--- src/rtl/wb_counter_bank_if.sv ---
// Wishbone classic slave signal bundle for wb_counter_bank.
interface wb_counter_bank_if;
   logic        wbs_stb_i;
   logic        wbs_cyc_i;
   logic        wbs_we_i;
   logic [3:0]  wbs_sel_i;
   logic [31:0] wbs_dat_i;
   logic [31:0] wbs_adr_i;
   logic        wbs_ack_o;
   logic [31:0] wbs_dat_o;

   modport master (
      output wbs_stb_i, wbs_cyc_i, wbs_we_i, wbs_sel_i, wbs_dat_i, wbs_adr_i,
      input  wbs_ack_o, wbs_dat_o
   );

   modport slave (
      input  wbs_stb_i, wbs_cyc_i, wbs_we_i, wbs_sel_i, wbs_dat_i, wbs_adr_i,
      output wbs_ack_o, wbs_dat_o
   );
endinterface

--- src/rtl/wb_counter_bank.sv ---
// Bank of NCH up/down counters with compare match flags, W1C status and a
// level interrupt, behind a single-wait-state Wishbone classic slave.
module wb_counter_bank #(
   parameter int NCH   = 4,
   parameter int WIDTH = 16
) (
   input  logic                 wb_clk_i,
   input  logic                 wb_rst_ni,
   wb_counter_bank_if.slave     wbs,
   output logic [NCH*WIDTH-1:0] count_o,
   output logic                 irq_o
);
   localparam logic [1:0] REG_CTRL  = 2'd0;
   localparam logic [1:0] REG_COUNT = 2'd1;
   localparam logic [1:0] REG_CMP   = 2'd2;

   logic                      r_ack;
   logic [31:0]               r_dat;
   logic                      r_irq;
   logic                      w_req;
   logic                      w_wr;
   logic                      w_stat_sel;
   logic [2:0]                w_ch;
   logic [1:0]                w_reg;
   logic [31:0]               w_rdata;
   logic [NCH-1:0][3:0]       w_ctrl;
   logic [NCH-1:0][WIDTH-1:0] w_count;
   logic [NCH-1:0][WIDTH-1:0] w_cmp;
   logic [NCH-1:0]            w_flag;
   logic [NCH-1:0]            w_ien;
   logic                      w_unused;

   // Masking with r_ack makes the ack cycle itself never a new request.
   assign w_req      = wbs.wbs_cyc_i & wbs.wbs_stb_i & ~r_ack;
   assign w_wr       = w_req & wbs.wbs_we_i;
   assign w_ch       = wbs.wbs_adr_i[6:4];
   assign w_reg      = wbs.wbs_adr_i[3:2];
   assign w_stat_sel = wbs.wbs_adr_i[8] && (w_reg == 2'd0);
   assign w_unused   = ^{wbs.wbs_adr_i[31:9], wbs.wbs_adr_i[7], wbs.wbs_adr_i[1:0]};

   function automatic logic [31:0] f_merge(input logic [31:0] old, input logic [31:0] wd,
                                           input logic [3:0] sel);
      logic [31:0] res;
      for (int b = 0; b < 4; b++) res[b*8 +: 8] = sel[b] ? wd[b*8 +: 8] : old[b*8 +: 8];
      return res;
   endfunction

   for (genvar n = 0; n < NCH; n++) begin : g_ch
      logic [3:0]       r_ctrl;
      logic [WIDTH-1:0] r_count;
      logic [WIDTH-1:0] r_cmp;
      logic             r_flag;
      logic             w_sel;
      logic             w_hit;
      logic             w_clr;
      logic [31:0]      w_cnt_m;
      logic [31:0]      w_cmp_m;

      assign w_sel   = ~wbs.wbs_adr_i[8] && (w_ch == 3'(n));
      assign w_hit   = r_ctrl[2] ? (r_count == '0) : (r_count == r_cmp);
      assign w_clr   = w_wr && w_stat_sel && wbs.wbs_sel_i[0] && wbs.wbs_dat_i[n];
      assign w_cnt_m = f_merge(32'(r_count), wbs.wbs_dat_i, wbs.wbs_sel_i);
      assign w_cmp_m = f_merge(32'(r_cmp), wbs.wbs_dat_i, wbs.wbs_sel_i);

      // NOTE: non-blocking assignments let a later assignment in the same block
      // override an earlier one at the edge; the ordering below encodes the
      // priorities (match set beats W1C clear, bus write beats count update).
      always_ff @(posedge wb_clk_i or negedge wb_rst_ni) begin
         if (!wb_rst_ni) begin
            r_ctrl  <= '0;
            r_count <= '0;
            r_cmp   <= '0;
            r_flag  <= 1'b0;
         end else begin
            if (w_clr) r_flag <= 1'b0;
            if (r_ctrl[0]) begin
               if (w_hit) begin
                  r_flag <= 1'b1;
                  if (r_ctrl[1])      r_ctrl[0] <= 1'b0;
                  else if (r_ctrl[2]) r_count   <= r_cmp;
                  else                r_count   <= '0;
               end else if (r_ctrl[2]) begin
                  r_count <= r_count - WIDTH'(1);
               end else begin
                  r_count <= r_count + WIDTH'(1);
               end
            end
            if (w_wr && w_sel) begin
               case (w_reg)
                  REG_CTRL:  if (wbs.wbs_sel_i[0]) r_ctrl <= wbs.wbs_dat_i[3:0];
                  REG_COUNT: r_count <= WIDTH'(w_cnt_m);
                  REG_CMP:   r_cmp   <= WIDTH'(w_cmp_m);
                  default:   ;
               endcase
            end
         end
      end

      assign w_ctrl[n]  = r_ctrl;
      assign w_count[n] = r_count;
      assign w_cmp[n]   = r_cmp;
      assign w_flag[n]  = r_flag;
      assign w_ien[n]   = r_ctrl[3];
   end

   // NOTE: the default assignment up front keeps this combinational mux from
   // inferring latches on the unmatched address paths.
   always_comb begin
      w_rdata = '0;
      if (w_stat_sel) begin
         w_rdata = 32'(w_flag);
      end else if (!wbs.wbs_adr_i[8]) begin
         for (int n = 0; n < NCH; n++) begin
            if (w_ch == 3'(n)) begin
               case (w_reg)
                  REG_CTRL:  w_rdata = {28'd0, w_ctrl[n]};
                  REG_COUNT: w_rdata = 32'(w_count[n]);
                  REG_CMP:   w_rdata = 32'(w_cmp[n]);
                  default:   w_rdata = '0;
               endcase
            end
         end
      end
   end

   always_ff @(posedge wb_clk_i or negedge wb_rst_ni) begin
      if (!wb_rst_ni) begin
         r_ack <= 1'b0;
         r_dat <= '0;
         r_irq <= 1'b0;
      end else begin
         r_ack <= w_req;
         r_dat <= (w_req && !wbs.wbs_we_i) ? w_rdata : '0;
         r_irq <= |(w_flag & w_ien);
      end
   end

   assign wbs.wbs_ack_o = r_ack;
   assign wbs.wbs_dat_o = r_dat;
   assign count_o       = w_count;
   assign irq_o         = r_irq;
endmodule

--- src/flat_wrapper.sv ---
// flat-port wrapper written by rule: the top's interface ports become plain ports
module wb_counter_bank_flat 
#(
   parameter int NCH   = 4,
   parameter int WIDTH = 16
)
  (wb_clk_i, wb_rst_ni, count_o, irq_o, wbs_wbs_stb_i, wbs_wbs_cyc_i, wbs_wbs_we_i, wbs_wbs_sel_i, wbs_wbs_dat_i, wbs_wbs_adr_i, wbs_wbs_ack_o, wbs_wbs_dat_o);
  wb_counter_bank_if wbs_i ();
  input  logic wb_clk_i;
  input  logic wb_rst_ni;
  output logic [NCH*WIDTH-1:0] count_o;
  output logic irq_o;
  input wire logic [$bits(wbs_i.wbs_stb_i)-1:0] wbs_wbs_stb_i;
  input wire logic [$bits(wbs_i.wbs_cyc_i)-1:0] wbs_wbs_cyc_i;
  input wire logic [$bits(wbs_i.wbs_we_i)-1:0] wbs_wbs_we_i;
  input wire logic [$bits(wbs_i.wbs_sel_i)-1:0] wbs_wbs_sel_i;
  input wire logic [$bits(wbs_i.wbs_dat_i)-1:0] wbs_wbs_dat_i;
  input wire logic [$bits(wbs_i.wbs_adr_i)-1:0] wbs_wbs_adr_i;
  output wire logic [$bits(wbs_i.wbs_ack_o)-1:0] wbs_wbs_ack_o;
  output wire logic [$bits(wbs_i.wbs_dat_o)-1:0] wbs_wbs_dat_o;
  assign wbs_i.wbs_stb_i = wbs_wbs_stb_i;
  assign wbs_i.wbs_cyc_i = wbs_wbs_cyc_i;
  assign wbs_i.wbs_we_i = wbs_wbs_we_i;
  assign wbs_i.wbs_sel_i = wbs_wbs_sel_i;
  assign wbs_i.wbs_dat_i = wbs_wbs_dat_i;
  assign wbs_i.wbs_adr_i = wbs_wbs_adr_i;
  assign wbs_wbs_ack_o = wbs_i.wbs_ack_o;
  assign wbs_wbs_dat_o = wbs_i.wbs_dat_o;
  wb_counter_bank #(.NCH(NCH), .WIDTH(WIDTH)) u_core (.wb_clk_i(wb_clk_i), .wb_rst_ni(wb_rst_ni), .wbs(wbs_i), .count_o(count_o), .irq_o(irq_o));
endmodule
--- config.mk ---
export PLATFORM = sky130hd
export DESIGN_NAME = wb_counter_bank_flat
export DESIGN_NICKNAME = d
export VERILOG_FILES = /design/src/rtl/wb_counter_bank_if.sv /design/src/rtl/wb_counter_bank.sv /design/src/flat_wrapper.sv
export SDC_FILE = /design/constraint.sdc
export NUM_CORES = 1
export LEC_CHECK = 0
export ABC_CLOCK_PERIOD_IN_PS = 2800
export CORE_AREA = 2 2 267 137
export CTS_CLUSTER_SIZE = 24
export DETAILED_ROUTE_END_ITERATION = 10
export DIE_AREA = 0 0 269 139
export MAX_ROUTING_LAYER = met4
export PLACE_DENSITY_LB_ADDON = 0.25
export SLEW_MARGIN = 20
export SYNTH_ARGS = -nofsm -noshare
export SYNTH_HDL_FRONTEND = slang
export SYNTH_SLANG_ARGS = --single-unit
--- constraint.sdc ---
create_clock -name wb_clk_i -period 2.8 [get_ports wb_clk_i]
set_clock_uncertainty 0.2 [all_clocks]
set_input_delay 0.56 -clock wb_clk_i [delete_from_list [all_inputs] [get_ports wb_clk_i]]
set_output_delay 0.56 -clock wb_clk_i [all_outputs]
set_load 0.01 [all_outputs]
==> qor.yml <==
power_and_ir_drop:
  irDropWorstVdd_mv: 0.3566
  power.density_nw_per_um2: 651.1
  p_total_w: 0.01103
  p_leak_nw: 7.506
timing:
  max_slew_margin_pct: 45.20
  worst_slew_pin_slew_ps: 822.1
  final-hold-violation-count: 0
  finalSetupTns_ps: -35.23
  worst_slack_ps: -35.23
  rsz0062_at_grt: "yes"
  period_minus_slack_ps: 2835
  fin_crit_sh_pct: 101.3
  setup_viol: 1
  fmax_mhz: 352.7
  slew_viol_final: 0
clock_network:
  cts_root_buf: "clkbuf_16"
  tritoncts.num_buffers: 17
  worstSkewPairLatency_ps: 470
  path_clk_slew_ps: 80
  cts_num_sinks: 166
  htreeDepth: 4
  cts_tree: "yes"
  cts_buffer_depth: 2
floorplanning:
  dieArea_um2: 37390
  core_area_um2: 35250
  die_x_um: 269
  io_pins: 171
  num_rows: 49
  chipHeight_um: 139
  start_util_pct: 36.31
detailed_routing:
  first_iter_violations: 1629
  drt-total-wl_mm: 51.11
  viasPerCell: 5.976
  drc_errors: 0
  first_pass_iters: 6
  postRouteAntennaNets: 0
  route.vias.total: 13500
  routedWlPerCell_um: 22.62
logic_synthesis:
  synth-compound-area-share_pct: 25.03
  synth_top_family_by_area: "compound AO/OA/AOI/OAI gates"
  muxShareOfSynthArea_pct: 9.257
  ys.flop_type: "dfrtp_1"
  syn_avg_cell_area_um2: 8.749
  synth.distinct_cells: 81
  async_flop_share_pct: 100.0
  synth.top_cell.area_share_pct: 32.45
  syn_area_um2: 12800
  synth_xor_area_share_pct: 7.458
  postSynthCellCount: 1463
  synth-simple-area-share_pct: 15.49
  ys.warnings.count: 0
  yosysTopAreaCell: "dfrtp_1"
  ys_seq_elements: 166
  yosys.area_share.adder_pct: 6.100
  yosysSeqAreaShare_pct: 32.45
  synth_area_leaders: "dfrtp_1, mux2_2, a21oi_1"
  synth-edff-count: 0
critical_path:
  endpoint_kind: "register"
  arrival_ps: 2980
  cp.required_ps: 2950
  crit_path_max_incr_delay_ps: 480
  crit_chain: "buf_6 > ha_4 > or2_4 > a21o_1 > a311o_2 > a2111oi_4 > nor4b_2 > mux2i_1 > a221o_1"
  path_delay_family: "compound AO/OA/AOI/OAI gates"
  critical_path.max_fanout: 6
  critPathBufInv: 1
  slowest_stage: "dfrtp_2"
  path_class: "register to register"
  critical_path.startpoint_type: "register"
finish:
  drive_above_1_share_pct: 24.20
  areaGrowthSynthToFinish_pct: 32.35
  layout_commonest_cell: "buf_4"
  nets: 1893
  fin_util_pct: 48.05
  fill_cells: 3379
  layout_common_cells: "buf_4, dfrtp_1, a21oi_1"
  final_cell_area_um2: 16940
placed_design:
  placed_cell_area_um2: 16120
  pre_cts_ws_ps: -206.1
  place_congestion: 0.9798
  dp_hpwl_mm: 38.98
  port_buffers: 110
grt:
  grt_usage_pct: 28.22
  grt_max_degree: 71
  antenna_found_initial: 2
  grt_pass1_wl_mm: 78.01
  overflow: 0
  first_global_vias: 12630
outcome:
  violations: "setup timing"
  status: "complete, but fails checks"
worst_hold_path:
  hold_class: "register to register"
flow_run:
  drv_cap: 0
[flip-flops by register name, indices dropped and copies added, names as in the netlist]
name / count
u_core.g_ch.r_cmp: 64
u_core.g_ch.r_count: 64
u_core.g_ch.r_ctrl: 16
u_core.g_ch.r_flag: 4
u_core.irq_o: 1
u_core.wbs.wbs_ack_o: 1
u_core.wbs.wbs_dat_o: 16
[Yosys cell counts (27+ instances only)]
cell type,number
dfrtp_1,166
a211oi_1,27
a21oi_1,162
a22oi_1,41
clkbuf_1,60
mux2_2,79
o21ai_0,91
nor2_1,100
nand2_1,124
mux2i_1,28
xnor2_1,84
ha_1,56
and3_1,39
o22ai_1,36
a221oi_1,30
nand3_1,31
[report_power, final]
| part | total [W] | internal (W) | leakage (nW) | switching, W |
|---|---|---|---|---|
| combinational | 0.00524 | 0.00249 | 5.02 | 0.00276 |
| sequential | 0.00325 | 0.00275 | 2.20 | 0.000498 |
| clock | 0.00253 | 0.00137 | 0.292 | 0.00117 |
[final cells by class]
cell class              count  area, um^2  area share (%)
clock inverters            13       157.7          0.9306
well taps                 484       605.6           3.575
repair buffers            362        3115           18.39
clock buffers              19       442.9           2.615
diodes                      2       5.005         0.02954
flip-flops and latches    166        4160           24.56
multi-input cells        1191        8371           49.41
inverters                  22       82.58          0.4875
[logic make-up (layout without fill, tap and decap cells)]
family / count (synthesis) / in the layout
muxes: 108 / 108
xor gates and xnor gates: 109 / 109
adders and majority gates: 60 / 60
and+or+nand+nor: 399 / 399
other: 1 / 18
DFF: 166 / 166
buffers and inverters: 121 / 416
AOI/OAI and AO/OA: 499 / 499
[worst paths after layout]
path / cells past startpoint / endpoint / start / slack, ps
setup / recovery: 9 / u_core.g_ch[0].r_count[14] / u_core.g_ch[0].r_ctrl[2] / -40
hold / removal: 2 / u_core.g_ch[1].r_flag / u_core.g_ch[1].r_flag / 340
setup reg to reg: 9 / u_core.g_ch[0].r_count[14] / u_core.g_ch[0].r_ctrl[2] / -40
hold reg to reg: 2 / u_core.g_ch[1].r_flag / u_core.g_ch[1].r_flag / 340
max in group asynchronous: 3 / u_core.g_ch[3].r_count[3] / wb_rst_ni / 1180
min in group asynchronous: 2 / u_core.g_ch[1].r_count[11] / wb_rst_ni / 410
[repair_timing]
action / CTS / global route
pin swaps: 7 / 10
hold endpoints to repair: 42 / 0
hold buffers: 1 / 0
setup buffers: 3 / 2
gates resized for setup: 7 / 40
endpoints found under the setup margin: 5 / 27
[worst min-delay path, delay by kind of cell, from the launching register on]
kind / cells / cell delay (ps)
AOI/OAI and AO/OA: 1 / 70
DFF: 1 / 370
and+or+nand+nor: 1 / 60
[stage by stage]
step | hold slack [ps] | cells
floorplan | 64.41 | 1478
global placement | 322.1 | 2219
detailed placement | 312.9 | 2219
CTS | 339.9 | 2255
global route | 367.8 | 2259
finish | 343.8 | 2259
[routing by layer]
metal / track usage, % / wire length [um] / share of wire, % / up-vias
li1: - / - / - / 6087
met3: 8.771 / 6010 / 12 / 52
met4: 4.737 / 565 / 1.1 / 0
met1: 42.48 / 24250 / 47 / 6651
met5: - / 0 / 0 / -
met2: 36.56 / 20280 / 40 / 710
(Power assumes the default switching activity.)
